## config.mk

```make
export PLATFORM = sky130hd
export DESIGN_NAME = score_display
export DESIGN_NICKNAME = d
export VERILOG_FILES = /design/src/rtl/score_display.sv
export SDC_FILE = /design/constraint.sdc
export NUM_CORES = 1
export LEC_CHECK = 0
export BUFFER_PORTS_ARGS = -buffer_cell sky130_fd_sc_hd__buf_2
export CAP_MARGIN = 20
export CORE_ASPECT_RATIO = 0.6
export CORE_MARGIN = 4
export CORE_UTILIZATION = 25
export DETAILED_ROUTE_END_ITERATION = 8
export PLACE_DENSITY_LB_ADDON = 0.12
export SYNTH_ARGS = -nofsm -noshare
export SYNTH_HDL_FRONTEND = slang
export SYNTH_SLANG_ARGS = --single-unit
```

## constraint.sdc

```tcl
create_clock -name clk -period 3.4 [get_ports clk]
set_clock_uncertainty 0.05 [all_clocks]
set_input_delay 0.17 -clock clk [delete_from_list [all_inputs] [get_ports clk]]
set_output_delay 0.17 -clock clk [all_outputs]
set_load 0.01 [all_outputs]
```

## src/rtl/score_display.sv

```systemverilog
`default_nettype none
// ============================================================================
// Module      : score_display
// Description : Final-score latch, session high score, 16-bit binary to
//               5-digit BCD conversion (sequential double-dabble) and an
//               8-digit multiplexed seven-segment display driver.
// Ports       : clk        - system clock
//               reset      - asynchronous, active-low reset
//               score_in   - live 16-bit score
//               gameover   - level, high while the game is over
//               show_high  - 1 = display high score
//               an         - digit anodes, active-low, an[0] = rightmost
//               seg        - segments {g,f,e,d,c,b,a}, active-low
//               dp         - decimal point, active-low, always off
//               high_score - best final score since reset
//               new_high   - last game beat the previous high score
//               bcd_value  - five BCD digits of the last converted value
// Revision    : 1.0 - initial release
// ============================================================================
module score_display #(
  parameter int REFRESH_DIV   = 100000,
  parameter bit BLANK_LEADING = 1'b1
) (
  input  logic        clk,
  input  logic        reset,
  input  logic [15:0] score_in,
  input  logic        gameover,
  input  logic        show_high,
  output logic [7:0]  an,
  output logic [6:0]  seg,
  output logic        dp,
  output logic [15:0] high_score,
  output logic        new_high,
  output logic [19:0] bcd_value
);

  localparam int              CNT_W   = (REFRESH_DIV > 1) ? $clog2(REFRESH_DIV) : 1;
  localparam logic [CNT_W-1:0] CNT_MAX = CNT_W'(REFRESH_DIV - 1);

  typedef enum logic [1:0] {
    ST_IDLE  = 2'd0,
    ST_LOAD  = 2'd1,
    ST_SHIFT = 2'd2,
    ST_DONE  = 2'd3
  } conv_state_e;

  // Game-end capture
  logic        gameover_q;
  logic [15:0] final_score_q, final_score_d;
  logic [15:0] high_score_q,  high_score_d;
  logic        new_high_q,    new_high_d;
  logic        capture;

  // Converter
  conv_state_e state_q, state_d;
  logic [15:0] bin_q, bin_d;
  logic [19:0] bcd_work_q, bcd_work_d;
  logic [3:0]  shift_cnt_q, shift_cnt_d;
  logic [19:0] bcd_value_q, bcd_value_d;
  logic [19:0] bcd_adj;
  logic [15:0] source;

  // Scanner
  logic [CNT_W-1:0] refresh_q, refresh_d;
  logic [2:0]       idx_q, idx_d;
  logic [7:0]       an_q, an_d;
  logic [6:0]       seg_q, seg_d;
  logic [19:0]      upper;
  logic [3:0]       nib;
  logic             blank;

  // ---------------------------------------------------------------- capture
  assign capture = gameover & ~gameover_q;

  always_comb begin
    final_score_d = final_score_q;
    high_score_d  = high_score_q;
    new_high_d    = new_high_q;
    if (capture) begin
      final_score_d = score_in;
      if (score_in > high_score_q) begin
        high_score_d = score_in;
        new_high_d   = 1'b1;
      end
    end else if (!gameover && gameover_q) begin
      new_high_d = 1'b0;
    end
  end

  // -------------------------------------------------------------- converter
  always_comb begin
    if (show_high)       source = high_score_q;
    else if (gameover_q) source = final_score_q;
    else                 source = score_in;
  end

  // Double-dabble correction: any nibble >= 5 would overflow past 9 after
  // the doubling shift, so pre-add 3.
  always_comb begin
    bcd_adj = bcd_work_q;
    for (int i = 0; i < 5; i++) begin
      if (bcd_adj[4*i +: 4] >= 4'd5) bcd_adj[4*i +: 4] = bcd_adj[4*i +: 4] + 4'd3;
    end
  end

  always_comb begin
    state_d     = state_q;
    bin_d       = bin_q;
    bcd_work_d  = bcd_work_q;
    shift_cnt_d = shift_cnt_q;
    bcd_value_d = bcd_value_q;
    case (state_q)
      ST_IDLE: state_d = ST_LOAD;
      ST_LOAD: begin
        bin_d       = source;
        bcd_work_d  = '0;
        shift_cnt_d = '0;
        state_d     = ST_SHIFT;
      end
      ST_SHIFT: begin
        bcd_work_d  = {bcd_adj[18:0], bin_q[15]};
        bin_d       = {bin_q[14:0], 1'b0};
        shift_cnt_d = shift_cnt_q + 4'd1;
        if (shift_cnt_q == 4'd15) state_d = ST_DONE;
      end
      ST_DONE: begin
        bcd_value_d = bcd_work_q;
        state_d     = ST_LOAD;
      end
      default: state_d = ST_IDLE;
    endcase
  end

  // ---------------------------------------------------------------- scanner
  always_comb begin
    refresh_d = refresh_q + 1'b1;
    idx_d     = idx_q;
    if (refresh_q == CNT_MAX) begin
      refresh_d = '0;
      idx_d     = idx_q + 3'd1;
    end
  end

  // The value shifted down to the current digit: its low nibble is the digit,
  // and the whole word being zero means this and all higher digits are zero.
  always_comb begin
    upper = bcd_value_q >> {idx_q, 2'b00};
    nib   = upper[3:0];
    blank = (idx_q >= 3'd5) ||
            (BLANK_LEADING && (idx_q != 3'd0) && (upper == 20'd0));
  end

  always_comb begin
    an_d  = 8'hFF;
    seg_d = 7'h7F;
    if (!blank) begin
      an_d = ~(8'd1 << idx_q);
      case (nib)
        4'd0:    seg_d = 7'h40;
        4'd1:    seg_d = 7'h79;
        4'd2:    seg_d = 7'h24;
        4'd3:    seg_d = 7'h30;
        4'd4:    seg_d = 7'h19;
        4'd5:    seg_d = 7'h12;
        4'd6:    seg_d = 7'h02;
        4'd7:    seg_d = 7'h78;
        4'd8:    seg_d = 7'h00;
        4'd9:    seg_d = 7'h10;
        default: seg_d = 7'h7F;
      endcase
    end
  end

  // -------------------------------------------------------------- registers
  always_ff @(posedge clk or negedge reset) begin
    if (!reset) begin
      gameover_q    <= 1'b0;
      final_score_q <= '0;
      high_score_q  <= '0;
      new_high_q    <= 1'b0;
      state_q       <= ST_IDLE;
      bin_q         <= '0;
      bcd_work_q    <= '0;
      shift_cnt_q   <= '0;
      bcd_value_q   <= '0;
      refresh_q     <= '0;
      idx_q         <= '0;
      an_q          <= 8'hFF;
      seg_q         <= 7'h7F;
    end else begin
      gameover_q    <= gameover;
      final_score_q <= final_score_d;
      high_score_q  <= high_score_d;
      new_high_q    <= new_high_d;
      state_q       <= state_d;
      bin_q         <= bin_d;
      bcd_work_q    <= bcd_work_d;
      shift_cnt_q   <= shift_cnt_d;
      bcd_value_q   <= bcd_value_d;
      refresh_q     <= refresh_d;
      idx_q         <= idx_d;
      an_q          <= an_d;
      seg_q         <= seg_d;
    end
  end

  assign an         = an_q;
  assign seg        = seg_q;
  assign dp         = 1'b1;
  assign high_score = high_score_q;
  assign new_high   = new_high_q;
  assign bcd_value  = bcd_value_q;

endmodule
`default_nettype wire

```

After elaboration in Yosys (flattened, before gate mapping)
Memory sizes are Yosys's and may differ from the RTL's.
Cells that the tools add are included.
- $add $sub $neg: 8
- multipliers: 0
- order comparisons: 7
- multiplexer cells: 18
- equal/unequal tests: 7
- div/mod/pow operators: 0
- bitwise operators: 3
- reductions and logical operators: 12
- shifts and indexed selects: 2
- operators by type and width (operator ; number):
    $pmux 20 s2 ; 1
    $mux 16 ; 2
    $pmux 16 s2 ; 1
    $ge 4x3->1 const B ; 5
    $logic_not 20->1 ; 1
    $shr 20x5->20 ; 1
    $add 17x1->17 const B ; 1
    $eq 17x17->1 const B ; 1
    $mux 17 ; 1
    $add 4x2->4 const B ; 4
    $gt 16x16->1 ; 1
    $mux 4 ; 4
    $mux 8 ; 1
    $not 8->8 ; 1
    $pmux 4 s2 ; 1
    $shl 1x3->8 const A ; 1
    $mux 7 ; 1
    $pmux 2 s3 ; 1
    $add 4x1->4 const B ; 1
    $eq 2x2->1 const B ; 2
    $eq 4x4->1 const B ; 1
    $reduce_and 2->1 ; 2
    $reduce_bool 2->1 ; 2
    $add 3x1->3 const B ; 1
    other kinds (16) ; 19
- register bits after elaboration: 131
- memory bits (writable): 0
- input bits: 20
- memories kept: 1
- bits in latches: 0
- ROM bits: 112
- memory list (name ; depth ; bits a word ; read ports ; clocked after memory_dff ; wr ports ; line ; source):
    (name not given) ; 16 ; 7 ; 1 ; 0 ; 0 ; 158 ; case (nib)

Longest topological paths before layout
Gate-level depths: netlist (run 1).
- depth after elaboration: 5
- depth in mapped cells: 11
- depth with buffers taken out: 9

Worst setup path after synthesis (run 1)
No wires, ideal clock.
- kind: reg-to-reg
- start: reg high_score_q[3] (netlist: high_score[3])
- end: reg high_score_q[10] (netlist: high_score[10])
- period minus slack after synthesis: 2.405 ns
- arrival: 2.230 ns
- setup slack: 0.995 ns
- data required time: 3.225 ns
- path buffers: 1
- library setup time: 0.125 ns
- cell stages (with the launch flop): 10
- path through: dfrtp_1 > inv_1 > ha_1 > and3_1 > o21ai_0 > nand3_1 > nand4_1 > a211oi_2 > buf_2 > mux2_2
- cells in the longest elaborated chain, start to end: 2
- RTL lines (what ; line ; source):
    from (decl) ; 50 ; logic [15:0] high_score_q, high_score_d;
    from (signal assigned) ; 193 ; high_score_q <= high_score_d;
    $gt 16x16->1 ; 81 ; if (score_in > high_score_q) begin
    $reduce_and 2->1 (no line) ; -- ;
Every way passes these cells.
A chain may end at the register's enable or synchronous reset.

Worst setup path after layout (run 1)
- start: reg idx_q[2]
- end: reg seg_q[2] (netlist: seg[2])
- cells in the longest elaborated chain, start to end: 5
- elaborated cells on any way between the ends: 8
- RTL lines (what ; line ; source):
    from (decl) ; 65 ; logic [2:0] idx_q, idx_d;
    from (signal assigned) ; 201 ; idx_q <= idx_d;
    parallel branches: the longest is 4 deep, another holds $mem_v2 16x7 ; -- ;
    $mux 7 * ; 156 ; if (!blank) begin
    named net seg_d[2] ; 67 ; logic [6:0] seg_q, seg_d;
    to (signal assigned) ; 203 ; seg_q <= seg_d;
    to (decl) ; 67 ;
Mark *: on every way through the listed nets, which the timed path passes.

==> results by group, run 1 <==
Critical path
  • CP required: 3.68 ns
  • Critical Path Fanout Max: 18
  • Crit path largest cell delay: 0.68 ns
  • CP Buf/Inv Count: 0
  • CP endpoint kind: register
  • Kind of critical path: reg -> reg
  • Critical-path cell list: mux2i_1, o21ai_0, o21ai_0, ha_1, nand3_1, a211oi_1, o21ai_0, o21a_1, o21ai_0
  • Delay-heaviest family, CP: compound AO/OA/AOI/OAI gates
  • Master of the slowest instance on the critical path: dfrtp_1
  • CP Data Arrival Time: 3.10 ns
  • CP Launch Type: register
  • Most frequent CP cell: o21ai_0

Placed design
  • DP Area: 7490 um2
  • Dpl hpwl: 11480 um
  • Routability Congestion: 0.8178
  • IO buf count: 71
  • Dpl ws: 0.6019 ns

Power and ir drop
  • Clock power share: 32.4%
  • Switch Pwr: 1.782 mW
  • Worst VDD drop: 0.2455 mV
  • Sw frac: 32.14%
  • Final Power: 5.544 mW
  • P_int: 3.762 mW
  • P_leak: 3.655 nW
  • Comb pwr share: 28.1%
  • Sequential Power Share: 39.5%
  • Power Dens Cells: 671.0 nW/um2

Routing
  • Wire per inst: 14.71 um
  • DRT Pass-1 Iters: 4
  • Final wirelength: 16290 um
  • 1st-iter DRT viols: 323
  • DRC viols: 0
  • Drt via density: 4.475
  • Vias post-DR: 4954
  • ANT nets after route: 0

Clock tree
  • CTS Buffer Depth: 2
  • H-tree depth: 4
  • Clock Tree Root: clkbuf_16
  • Worst-path clk slew: 0.06 ns
  • Clock Sinks: 131
  • PostCTS Resize Cnt: 0
  • Num CTS Buffers: 17
  • Worst-Skew Late Latency: 0.41 ns
  • Post-CTS Hold Fix Bufs: 18
  • CTS tree: yes
  • Post-CTS Repair Setup Buffers: 0

Synth
  • Cell variety after synth: 45
  • Avg Inst Size Synth: 10.39 um2
  • #FFs+latches synth: 131
  • Largest area contributor in the netlist: dfrtp_1
  • Post-Syn Area: 6773 um2
  • Cells after synthesis: 652
  • Sequential area share after synthesis: 48.68%
  • Synth warn: 0
  • Area share of the largest cell type after synthesis: 42.86%
  • Area contributors post-synth: dfrtp_1, mux2_2, ha_1, dfstp_2, o21ai_0

Floorplan
  • Die Y: 135.5 um
  • Initial Utilization: 25.53%
  • Die Wd: 220.5 um
  • Total core area: 26530 um2
  • I/O pin cnt: 73
  • Cell row count: 46
  • Die Area: 29880 um2

STA
  • RSZ-0062 raised after global routing: false
  • Max-slew violations: 0
  • Setup ws final: 0.5828 ns
  • Setup TNS: 0 ns
  • Worst Tran Pin Value: 0.9703 ns
  • Tcrit/Tclk final: 82.86%
  • Slew headroom: 35.32%
  • Final setup fails: 0
  • Fmax: 0.3550 GHz
  • Tmin final: 2.817 ns
  • Final hold vios: 0

Cells and area
  • Finished Cell Area: 8262 um2
  • Layout area overhead: 21.98%
  • Nets@finish: 797
  • Final design utilization: 31.14%
  • Fillers: 2685
  • Share of cells above drive strength 1: 23.43%
  • Ant. Diodes: 0

Hold path
  • Worst hold path type: in -> async

Global routing
  • Largest net degree at the start of global routing: 70
  • Initial antenna violation count: 0
  • Total track usage: 11.50%
  • GRT met2 Usage: 16.38%
  • Number of global-route vias before repair: 5029
  • GR Util met3: 2.622%
  • Overflow after GRT: 0
  • Met1 usage: 17.20%
  • Busiest grt layer: met1
  • Global-route wire length before repair: 27170 um

Run status
  • Status: complete, no violations

Job
  • Max cap viols: 0
## worst paths after layout
check / endpoint / slack, ns / from / cells past startpoint
worst max-delay path: seg[2]$_DFF_PN1_ / 0.58 / idx_q[2]$_DFFE_PN0N_ / 9
worst min register to register: new_high$_DFFE_PN0P_ / 0.42 / new_high$_DFFE_PN0P_ / 1
worst min-delay path: high_score[10]$_DFFE_PN0P_ / 0.28 / reset / 2
min in group clk: bin_q[0]$_DFFE_PN0P_ / 0.36 / show_high / 3
max in group asynchronous: seg[2]$_DFF_PN1_ / 2.19 / reset / 3
worst max register to register: seg[2]$_DFF_PN1_ / 0.58 / idx_q[2]$_DFFE_PN0N_ / 9
## cells in the mapped netlist (all sizes together)
master / instances
and2: 1
xnor2: 12
nor2b: 17
o21bai: 1
nor3: 2
and4: 3
mux2: 53
clkbuf: 25
nand2b: 10
a21o: 4
or4b: 2
a211oi: 33
a22o: 7
nand4: 4
a221oi: 1
nand2: 63
dfrtp: 116
o21a: 1
a21boi: 1
inv: 35
conb: 1
nor4: 5
xor2: 13
and3: 6
ha: 42
o21ai: 60
dfstp: 15
mux2i: 12
nand3b: 4
buf: 7
o211ai: 1
or2: 1
nand3: 17
o31ai: 5
nor2: 36
a21oi: 35
a22oi: 1
## cell usage in the layout (no fill, tap or decap), types with 32 or more instances in the layout
cell | synthesis | final
ha_1 | 42 | 41
mux2_2 | 53 | 53
inv_1 | 35 | 35
o21ai_0 | 58 | 58
nor2_1 | 36 | 36
dfrtp_1 | 116 | 116
buf_2 | 3 | 70
nand2_1 | 62 | 62
a21oi_1 | 35 | 35
a211oi_1 | 32 | 32
## logic make-up after synthesis
kind of cell	count (synthesis)	share of synthesized area, %
fa+ha+maj	42	7.759
compound gates	150	13.39
mux	65	10.59
buf+inv	67	4.175
flops	131	48.68
simple gates	171	12.12
other cells	1	0.05537
xor+xnor	25	3.233
## area by class of cell
| cell class | instances | area [um2] | area share [%] |
|---|---|---|---|
| inverter | 35 | 131.4 | 1.590 |
| tap | 360 | 450.4 | 5.452 |
| multi-input combinational | 455 | 3199 | 38.72 |
| clock buffer | 26 | 489.2 | 5.922 |
| timing repair buffer | 95 | 619.3 | 7.497 |
| clock inverter | 5 | 75.07 | 0.9087 |
| sequential | 131 | 3297 | 39.91 |
## stage by stage
| stage | cells | hold slack [ns] |
|---|---|---|
| after global placement | 1057 | 0.1928 |
| after CTS | 1106 | 0.3148 |
| after detailed placement | 1057 | 0.1971 |
| final | 1107 | 0.2794 |
| after floorplan | 653 | -0.1756 |
| after global routing | 1107 | 0.3544 |
## power groups by stage
stage | Combinational (mW) | Clock [mW] | Sequential (mW)
2_1_floorplan | 0.917 | 0 | 2.25
3_3_place_gp | 1.53 | 0 | 2.22
3_5_place_dp | 1.54 | 0 | 2.23
4_1_cts | 1.57 | 1.86 | 2.20
5_1_grt | 1.76 | 1.93 | 2.24
6_report | 1.56 | 1.79 | 2.19
## layer usage
metal	up-vias	wire, um
li1	2445	-
met1	2449	8835
met2	46	6830
met3	14	420
met4	0	201
met5	-	0
## state kept, by name, indices dropped and copies added (netlist names)
signal         cells
bcd_value         20
bcd_work_q        20
refresh_q         17
bin_q             16
final_score_q     16
high_score        16
an                 8
seg                7
shift_cnt_q        4
idx_q              3
state_q            2
gameover_q         1
new_high           1
Power figures use the tool's default switching activity.
==> inputs of run 2 (changes only) <==
==> constraint.sdc (replaced) <==
create_clock -name clk -period 2.41 [get_ports clk]
set_clock_uncertainty 0.05 [all_clocks]
set_input_delay 0.1205 -clock clk [delete_from_list [all_inputs] [get_ports clk]]
set_output_delay 0.1205 -clock clk [all_outputs]
set_load 0.01 [all_outputs]
==> run 2 against run 1 <==
Compared with the run above: maximum frequency is 21% higher; global-route usage is 0.28 points higher; count of clock-buffer cells in the layout fell by 4; die area unchanged; flip-flop and latch count unchanged; clock power up 47%; largest power group unchanged; highest routed layer unchanged; utilization grew 1.3 points; sequential share of layout area decreased by 1.6 points.
==> results by group, run 2 (synthesis gave the netlist of run 1 again) <==
Run status
  • Status: complete, no violations (unchanged)

Critical path
  • Kind of critical path: reg -> reg (unchanged)
  • Crit path largest cell delay: 0.38 ns (was 0.68 ns)
  • Critical Path Fanout Max: 8 (was 18)
  • Worst r2r src: high_score[4]$_DFFE_PN0P_ (was idx_q[2]$_DFFE_PN0N_)
  • Reg-to-reg slack, setup: 0.08 ns (was 0.58 ns)
  • CP Launch Type: register (unchanged)
  • Crit Reg-Reg Endpoint: high_score[10]$_DFFE_PN0P_ (was seg[2]$_DFF_PN1_)
  • Critical-path cell list: inv_2, ha_4, and3_4, o21ai_2, nand3_1, nand4_1, a211oi_4, buf_6, clkbuf_16, mux2_2 (was mux2i_1, o21ai_0, o21ai_0, ha_1, nand3_1, a211oi_1, o21ai_0, o21a_1, o21ai_0)
  • Master of the slowest instance on the critical path: dfrtp_1 (unchanged)
  • CP endpoint kind: register (unchanged)
  • CP Data Arrival Time: 2.59 ns (was 3.10 ns)
  • Register-to-Register Path Depth: 10 (was 9)
  • CP required: 2.66 ns (was 3.68 ns)

Routing
  • Final wirelength: 16900 um (was 16290 um)
  • Wire per inst: 14.89 um (was 14.71 um)
  • DRT Pass-1 Iters: 4 (unchanged)
  • Vias post-DR: 5005 (was 4954)
  • ANT nets after route: 0 (unchanged)
  • 1st-iter DRT viols: 210 (was 323)
  • Drt via density: 4.410 (was 4.475)
  • DRC viols: 0 (unchanged)

Global routing
  • Initial antenna violation count: 0 (unchanged)
  • Overflow after GRT: 0 (unchanged)
  • Total track usage: 11.79% (was 11.50%)
  • Largest net degree at the start of global routing: 61 (was 70)
  • Number of global-route vias before repair: 5094 (was 5029)
  • Global-route wire length before repair: 27700 um (was 27170 um)

Floorplan
  • Total core area: 26530 um2 (unchanged)
  • Die Wd: 220.5 um (unchanged)
  • Die Y: 135.5 um (unchanged)
  • I/O pin cnt: 73 (unchanged)
  • Die Area: 29880 um2 (unchanged)
  • Initial Utilization: 25.53% (unchanged)
  • Cell row count: 46 (unchanged)

STA
  • Tcrit/Tclk final: 96.80% (was 82.86%)
  • Final setup fails: 0 (unchanged)
  • Slew headroom: 56.05% (was 35.32%)
  • Max-slew violations: 0 (unchanged)
  • Fmax: 0.4287 GHz (was 0.3550 GHz)
  • Final hold vios: 0 (unchanged)
  • Hold WS: 0.2084 ns (was 0.2794 ns)
  • Worst Tran Pin Value: 0.6592 ns (was 0.9703 ns)
  • Tmin final: 2.333 ns (was 2.817 ns)
  • Setup ws final: 0.07722 ns (was 0.5828 ns)

Power and ir drop
  • Switch Pwr: 2.626 mW (was 1.782 mW)
  • P_leak: 3.828 nW (was 3.655 nW)
  • Clock power share: 32.2% (was 32.4%)
  • Comb pwr share: 30.1% (was 28.1%)
  • Power Dens Cells: 953.2 nW/um2 (was 671.0 nW/um2)
  • Sw frac: 32.01% (was 32.14%)
  • Sequential Power Share: 37.7% (was 39.5%)
  • P_int: 5.578 mW (was 3.762 mW)
  • Worst VDD drop: 0.3830 mV (was 0.2455 mV)

Cells and area
  • Ant. Diodes: 0 (unchanged)
  • Commonest non-fill, non-tap cells in the layout: dfrtp_1, buf_2, nand2_1 (unchanged)
  • Share of cells above drive strength 1: 28.00% (was 23.43%)
  • Most common cell after layout, fill and taps aside: dfrtp_1 (unchanged)
  • Finished Cell Area: 8607 um2 (was 8262 um2)
  • Final design utilization: 32.44% (was 31.14%)
  • Final cell count without fillers: 1135 (was 1107)
  • Layout area overhead: 27.08% (was 21.98%)
  • Fillers: 2686 (was 2685)
  • Nets@finish: 824 (was 797)

Placed design
  • IO buf count: 71 (unchanged)
  • DP Area: 7645 um2 (was 7490 um2)
  • Dpl ws: 0.04007 ns (was 0.6019 ns)
  • Placed Cells: 1076 (was 1057)
  • Routability Congestion: 0.8140 (was 0.8178)
  • Dpl hpwl: 12110 um (was 11480 um)

Clock tree
  • H-tree depth: 4 (unchanged)
  • CTS Buffer Depth: 2 (unchanged)
  • Worst-Skew Late Latency: 0.42 ns (was 0.41 ns)
  • Worst-path clk slew: 0.06 ns (about the same)
  • Clock Tree Root: clkbuf_16 (unchanged)
  • Clock Sinks: 131 (unchanged)
  • CTS tree: yes (unchanged)
  • Num CTS Buffers: 17 (unchanged)

Job
  • Max cap viols: 0 (unchanged)

Hold path
  • Worst hold path type: in -> async (unchanged)
-- run 2: power by group through the flow --
stage | Clock (mW) | Combinational (mW) | Sequential [mW]
finish | 2.64 | 2.47 | 3.09
global route | 2.86 | 2.78 | 3.15
CTS | 2.75 | 2.28 | 3.09
detailed placement | 0 | 2.25 | 3.13
global placement | 0 | 2.22 | 3.13
floorplan | 0 | 1.29 | 3.18
-- run 2: cell type report --
class                   instances  area (um2)  area share (%)
flip-flops and latches        131        3299           38.33
multi-input cells             455        3273           38.03
repair buffers                122       857.1           9.958
clock buffers                  22       464.2           5.393
well taps                     360       450.4           5.233
clock inverters                10       131.4           1.526
inverters                      35       131.4           1.526
-- run 2: per-layer routing --
metal / track usage, % / up-vias / wire length (um)
met2: 16.30 / 53 / 6946
li1: - / 2495 / -
met3: 3.339 / 11 / 627
met4: 4.087 / 0 / 204
met5: 0 / - / 0
met1: 17.45 / 2446 / 9119
-- run 2: how the worst max path moves through the flow --
| stage | startpoint | end | slack [ns] | cells past startpoint |
|---|---|---|---|---|
| floorplan | high_score[3]$_DFFE_PN0P_ | high_score[10]$_DFFE_PN0P_ | 0.005 | 9 |
| global placement | high_score[4]$_DFFE_PN0P_ | high_score[11]$_DFFE_PN0P_ | 0.08 | 9 |
| detailed placement | high_score[4]$_DFFE_PN0P_ | high_score[6]$_DFFE_PN0P_ | 0.04 | 9 |
| CTS | high_score[4]$_DFFE_PN0P_ | high_score[6]$_DFFE_PN0P_ | 0.02 | 9 |
| global route | high_score[14]$_DFFE_PN0P_ | high_score[0]$_DFFE_PN0P_ | -0.04 | 9 |
| finish | high_score[4]$_DFFE_PN0P_ | high_score[10]$_DFFE_PN0P_ | 0.08 | 10 |
-- run 2: repair_timing --
item / CTS / global route
gates resized for setup: 0 / 21
setup buffers: 0 / 7
setup endpoints to repair: 0 / 25
hold buffers: 18 / 0
hold endpoints to repair: 91 / 0
-- run 2: critical path: cells and delay by family, from the launching register on --
family | cells | cell delay (ns)
DFF | 1 | 0.38
adders and majority gates | 1 | 0.26
buffers and inverters | 3 | 0.36
muxes | 1 | 0.33
AOI/OAI and AO/OA | 2 | 0.33
and+or+nand+nor | 3 | 0.49
-- run 2: stage by stage --
| stage | total power [mW] | setup TNS (ns) |
|---|---|---|
| 6_report | 8.204 | 0 |
| 3_5_place_dp | 5.380 | 0 |
| 2_1_floorplan | 4.469 | 0 |
| 5_1_grt | 8.795 | -0.5512 |
| 3_3_place_gp | 5.350 | 0 |
| 4_1_cts | 8.130 | 0 |
